$ cat src/rtl/collision_arbiter.sv
// collision_arbiter: per-frame collision accumulator with start-of-frame hit pulses.
// Optional CHAR_HOLDOFF_EN adds a character invulnerability window of HOLDOFF_FRAMES flushes.
module collision_arbiter #(
    parameter int NUM_BUBBLES    = 4,
    parameter int NUM_ARROWS     = 2,
    parameter int X_FRAME_SIZE   = 639,
    parameter int Y_FRAME_SIZE   = 479,
    parameter int HOLDOFF_FRAMES = 60
) (
    input  logic                   clk,
    input  logic                   resetN,
    input  logic                   startOfFrame,
    input  logic [10:0]            pixelX,
    input  logic [10:0]            pixelY,
    input  logic                   charDrawingRequest,
    input  logic [NUM_BUBBLES-1:0] bubbleDrawingRequest,
    input  logic [NUM_ARROWS-1:0]  arrowDrawingRequest,
    output logic [NUM_BUBBLES-1:0] bubbleHitArrow,
    output logic [NUM_ARROWS-1:0]  arrowHitBubble,
    output logic                   bubbleHitChar,
    output logic [NUM_BUBBLES-1:0] bubbleHitWall,
    output logic [NUM_BUBBLES-1:0] bubbleHitFloor,
    output logic [NUM_ARROWS-1:0]  arrowHitCeiling
);
    logic [NUM_ARROWS-1:0][NUM_BUBBLES-1:0] pairHit, pairTerm, winner;
    logic [NUM_BUBBLES-1:0] wallAcc, floorAcc, wallTerm, floorTerm, popMask;
    logic [NUM_ARROWS-1:0]  ceilAcc, ceilTerm, arrowAny;
    logic                   charAcc, charTerm, onEdgeX;

    always_comb begin
        onEdgeX   = pixelX == '0 || pixelX == 11'(X_FRAME_SIZE);
        charTerm  = charDrawingRequest && |bubbleDrawingRequest;
        wallTerm  = bubbleDrawingRequest & {NUM_BUBBLES{onEdgeX}};
        floorTerm = bubbleDrawingRequest & {NUM_BUBBLES{pixelY == 11'(Y_FRAME_SIZE)}};
        ceilTerm  = arrowDrawingRequest & {NUM_ARROWS{pixelY == '0}};
        popMask   = '0;
        // Each arrow pops only its lowest-index overlapping bubble (isolate lowest set bit).
        for (int a = 0; a < NUM_ARROWS; a++) begin
            pairTerm[a] = bubbleDrawingRequest & {NUM_BUBBLES{arrowDrawingRequest[a]}};
            winner[a]   = pairHit[a] & -pairHit[a];
            arrowAny[a] = |pairHit[a];
            popMask     = popMask | winner[a];
        end
    end

    always_ff @(posedge clk or negedge resetN) begin
        if (!resetN) begin
            pairHit         <= '0;
            charAcc         <= 1'b0;
            wallAcc         <= '0;
            floorAcc        <= '0;
            ceilAcc         <= '0;
            bubbleHitArrow  <= '0;
            arrowHitBubble  <= '0;
            bubbleHitWall   <= '0;
            bubbleHitFloor  <= '0;
            arrowHitCeiling <= '0;
        end else begin
            // The start-of-frame pixel already belongs to the new frame, so it seeds the accumulators.
            pairHit         <= startOfFrame ? pairTerm  : pairHit | pairTerm;
            charAcc         <= startOfFrame ? charTerm  : charAcc | charTerm;
            wallAcc         <= startOfFrame ? wallTerm  : wallAcc | wallTerm;
            floorAcc        <= startOfFrame ? floorTerm : floorAcc | floorTerm;
            ceilAcc         <= startOfFrame ? ceilTerm  : ceilAcc | ceilTerm;
            bubbleHitArrow  <= startOfFrame ? popMask   : '0;
            arrowHitBubble  <= startOfFrame ? arrowAny  : '0;
            bubbleHitWall   <= startOfFrame ? wallAcc   : '0;
            bubbleHitFloor  <= startOfFrame ? floorAcc  : '0;
            arrowHitCeiling <= startOfFrame ? ceilAcc   : '0;
        end
    end

`ifdef CHAR_HOLDOFF_EN
    localparam int CW = $clog2(HOLDOFF_FRAMES + 1);
    logic [CW-1:0] holdCnt;

    always_ff @(posedge clk or negedge resetN) begin
        if (!resetN) begin
            holdCnt       <= '0;
            bubbleHitChar <= 1'b0;
        end else begin
            bubbleHitChar <= startOfFrame && charAcc && holdCnt == '0;
            if (startOfFrame)
                holdCnt <= holdCnt != '0 ? holdCnt - CW'(1) : (charAcc ? CW'(HOLDOFF_FRAMES) : '0);
        end
    end
`else
    always_ff @(posedge clk or negedge resetN) begin
        if (!resetN) bubbleHitChar <= 1'b0;
        else bubbleHitChar <= startOfFrame && charAcc;
    end
`endif
endmodule

$ cat config.mk
export PLATFORM = sky130hd
export DESIGN_NAME = collision_arbiter
export DESIGN_NICKNAME = d
export VERILOG_FILES = /design/src/rtl/collision_arbiter.sv
export SDC_FILE = /design/constraint.sdc
export NUM_CORES = 1
export LEC_CHECK = 0
export ABC_AREA = 1
export BUFFER_PORTS_ARGS = -buffer_cell sky130_fd_sc_hd__buf_2
export CAP_MARGIN = 20
export CORE_ASPECT_RATIO = 0.75
export CORE_MARGIN = 3
export CORE_UTILIZATION = 35
export DETAILED_ROUTE_END_ITERATION = 16
export PLACE_DENSITY = 0.68
export SLEW_MARGIN = 20
export SYNTH_ARGS = -nofsm -noshare
export SYNTH_HDL_FRONTEND = slang
export SYNTH_SLANG_ARGS = --single-unit
$ cat constraint.sdc
create_clock -name clk -period 0.89 [get_ports clk]
set_clock_uncertainty 0.15 [all_clocks]
set_input_delay 0.0445 -clock clk [delete_from_list [all_inputs] [get_ports clk]]
set_output_delay 0.0445 -clock clk [all_outputs]
set_load 0.02 [all_outputs]
==> impl_metrics.py <==
metrics = {
    "grt": {
        "antenna_found_initial": 0,
        "grt_usage": 0.1301,
        "grt.overflow.total": 0,
        "grt_pass1_wl_um": 5078,
        "grt_pass1_vias": 1137,
        "grt_start_max_net_pins": 37,
    },
    "die": {
        "core_area_um2": 3899,
        "dieArea_um2": 5124,
        "rows": 19,
        "initial_utilization": 0.3854,
        "pin_count": 49,
        "die_x_um": 81.66,
        "die_h_um": 62.75,
    },
    "synth": {
        "yosysSeqAreaShare": 0.5995,
        "yosysTopAreaCellShare": 0.5995,
        "syn_area_um2": 1503,
        "yosys-top-cells-count": "49 x nand2_1, 36 x dfrtp_1, 26 x inv_1",
        "synth_top_cell_by_area": "dfrtp_1",
        "synth-edff-count": 0,
        "synth_nets": 193,
        "yosysWarningCount": 0,
        "synth-main-ff-cell": "dfrtp_1",
        "avgSynthCellArea_um2": 9.333,
        "synth.most_common_cell": "nand2_1",
        "ys_top_cells_by_area": "dfrtp_1 60%, nand2_1 12%, inv_1 6.5%, nor2_1 3.2%, nor3_2 2.7%",
        "ys_async_sr_fraction": 1.000,
        "yosys.cell_types.count": 21,
        "ys_seq_elements": 36,
        "syn_inst": 161,
    },
    "min_path": {
        "worstHoldPathType": "in -> reg",
    },
    "sta": {
        "fin_hold_ws_ps": -164.2,
        "rsz0062_at_grt": "true",
        "setup_viol_count_final": 25,
        "slew_viol_final": 0,
        "fin_crit_sh": 1.123,
        "fin_ws_ps": -109.1,
        "hold_viol": 16,
        "worst_pin_slew_ps": 246.6,
        "fin_crit_ps": 999.1,
        "fmax_mhz": 1001,
        "maxSlewHeadroom": 0.8356,
    },
    "setup_path": {
        "crit_required_ps": 950,
        "start_kind": "flip-flop",
        "cp_max_fo": 3,
        "criticalPathCategory": "reg -> reg",
        "crit_arrival_ps": 1060,
        "endpoint_kind": "flip-flop",
    },
    "layout": {
        "multi_input_area_um2": 504.2,
        "antenna_cells": 0,
        "nets": 262,
        "seq_area_um2": 900.9,
        "drive_gt1_frac": 0.3957,
        "fin_cells": 282,
        "area_growth_syn_to_layout_pct": 44.13,
        "num-fill-cells": 358,
        "finalInstanceArea_um2": 2166,
    },
    "outcome": {
        "violations": "negative hold slack, negative setup slack",
        "status": "finished, violations left",
    },
    "place": {
        "dp.cells": 267,
        "place_area_um2": 1866,
        "gp_congestion": 0.8145,
        "hpwl_um": 2345,
        "port_buffers": 48,
    },
    "detailed_routing": {
        "first_pass_iters": 4,
        "drt_iter0_markers": 28,
        "drc": 0,
        "drtAntennaViolNets": 0,
        "avgViaCountPerCell": 4.457,
        "wire_per_inst_um": 11.07,
        "wirelength_um": 3122,
        "via_count": 1257,
    },
    "clock_tree": {
        "clk_latency_ps": 280,
        "htreeDepth": 2,
        "clockBufferDepth": 2,
        "root_buffer": "clkbuf_8",
        "cts.sinks": 36,
        "cts_tree": "built",
        "clkTransAtPathRegs_ps": 70,
        "cts_buffers": 5,
    },
    "pwr": {
        "power_density_nw_per_um2": 1519,
        "vdd_drop_max_mv": 0.7299,
        "leakage_uw": 0.001181,
    },
    "flow_run": {
        "max_cap_viol_count": 0,
    },
}
==> through the flow <==
stage / setup TNS, ps / util / setup WS [ps] / total power (uW)
after CTS: -2186 / 0.5392 / -116.9 / 3287
after floorplan: -79.82 / - / -46.91 / 1949
after detailed placement: -347.0 / 0.4785 / -99.57 / 2161
after global placement: -178.7 / 0.4785 / -77.01 / 2152
after global routing: -2760 / 0.5555 / -174.4 / 3451
final: -1914 / 0.5555 / -109.1 / 3289
==> what timing repair did <==
| item | in CTS | in global routing |
|---|---|---|
| gates resized for setup | 41 | 11 |
| buffers inserted | 0 | 1 |
| pin swaps | 2 | 7 |
| gates cloned | 0 | 0 |
| hold endpoints to repair | 58 | 21 |
| hold buffers | 4 | 5 |
| setup endpoints to repair | 24 | 31 |
==> state kept, by name, summed over array words and instances, names as in the netlist <==
signal,cells
arrowHitBubble,2
ceilAcc,2
bubbleHitArrow,4
bubbleHitChar,1
charAcc,1
pairHit,8
wallAcc,4
arrowHitCeiling,2
floorAcc,4
bubbleHitFloor,4
bubbleHitWall,4
==> routing by layer <==
metal | wire length [um] | track usage | vias to the layer above
met5 | 0 | 0 | -
met4 | 61 | 0.06224 | 0
met3 | 172 | 0.04035 | 7
met2 | 1413 | 0.1860 | 32
met1 | 1474 | 0.1773 | 581
li1 | - | - | 637
==> layout by cell type (no fill, tap or decap), types with 2 or more instances in the layout <==
cell           instances
inv_2                  4
a31oi_2                2
inv_1                 21
dlygate4sd3_1          7
o21ai_2                2
buf_4                  7
clkbuf_8               5
nand3_2                2
nand2_2                4
buf_6                 19
dfrtp_1               36
o21ai_1                4
o22ai_1                6
nor3_2                 4
buf_2                 31
nand3_1                4
nand2_1               46
a21oi_2                4
nor2_1                11
inv_4                  2
==> worst paths after layout <==
check | cells past startpoint | to | slack [ps] | startpoint
setup / recovery | 3 | bubbleHitArrow[3]$_DFF_PN0_ | -110 | pairHit[4]$_DFF_PN0_
hold / removal | 3 | wallAcc[2]$_DFF_PN0_ | -160 | bubbleDrawingRequest[2]
setup reg to reg | 3 | bubbleHitArrow[3]$_DFF_PN0_ | -110 | pairHit[4]$_DFF_PN0_
hold reg to reg | 2 | bubbleHitWall[1]$_DFF_PN0_ | 320 | wallAcc[1]$_DFF_PN0_
max in group asynchronous | 3 | bubbleHitWall[3]$_DFF_PN0_ | 310 | resetN
min in group asynchronous | 3 | bubbleHitWall[2]$_DFF_PN0_ | 100 | resetN
==> critical path: stages, from the launching register on <==
cell and delay, ps:
dfrtp_1 390, nor2_2 160, nand3_1 100, a21oi_2 140
==> report_power, final <==
| part | switching [uW] | total [uW] | internal [uW] |
|---|---|---|---|
| sequential | 40.6 | 1740 | 1700 |
| combinational | 255 | 487 | 233 |
| clock | 532 | 1060 | 531 |
| total | 827 | 3290 | 2460 |
==> cells by family (layout without fill, tap and decap cells) <==
group | Yosys count | count (layout) | share of synthesized area
flops | 36 | 36 | 0.5995
compound gates | 19 | 19 | 0.08826
buf+inv | 30 | 99 | 0.08742
simple gates | 76 | 76 | 0.2248
==> final cells by class <==
| class | count | area share |
|---|---|---|
| Inverter | 27 | 0.04910 |
| Sequential cell | 36 | 0.4159 |
| Multi-Input combinational cell | 95 | 0.2328 |
| Clock buffer | 6 | 0.03351 |
| Tap cell | 52 | 0.03004 |
| Clock inverter | 1 | 0.002311 |
| Timing Repair Buffer | 65 | 0.2363 |
(Power assumes the default switching activity.)
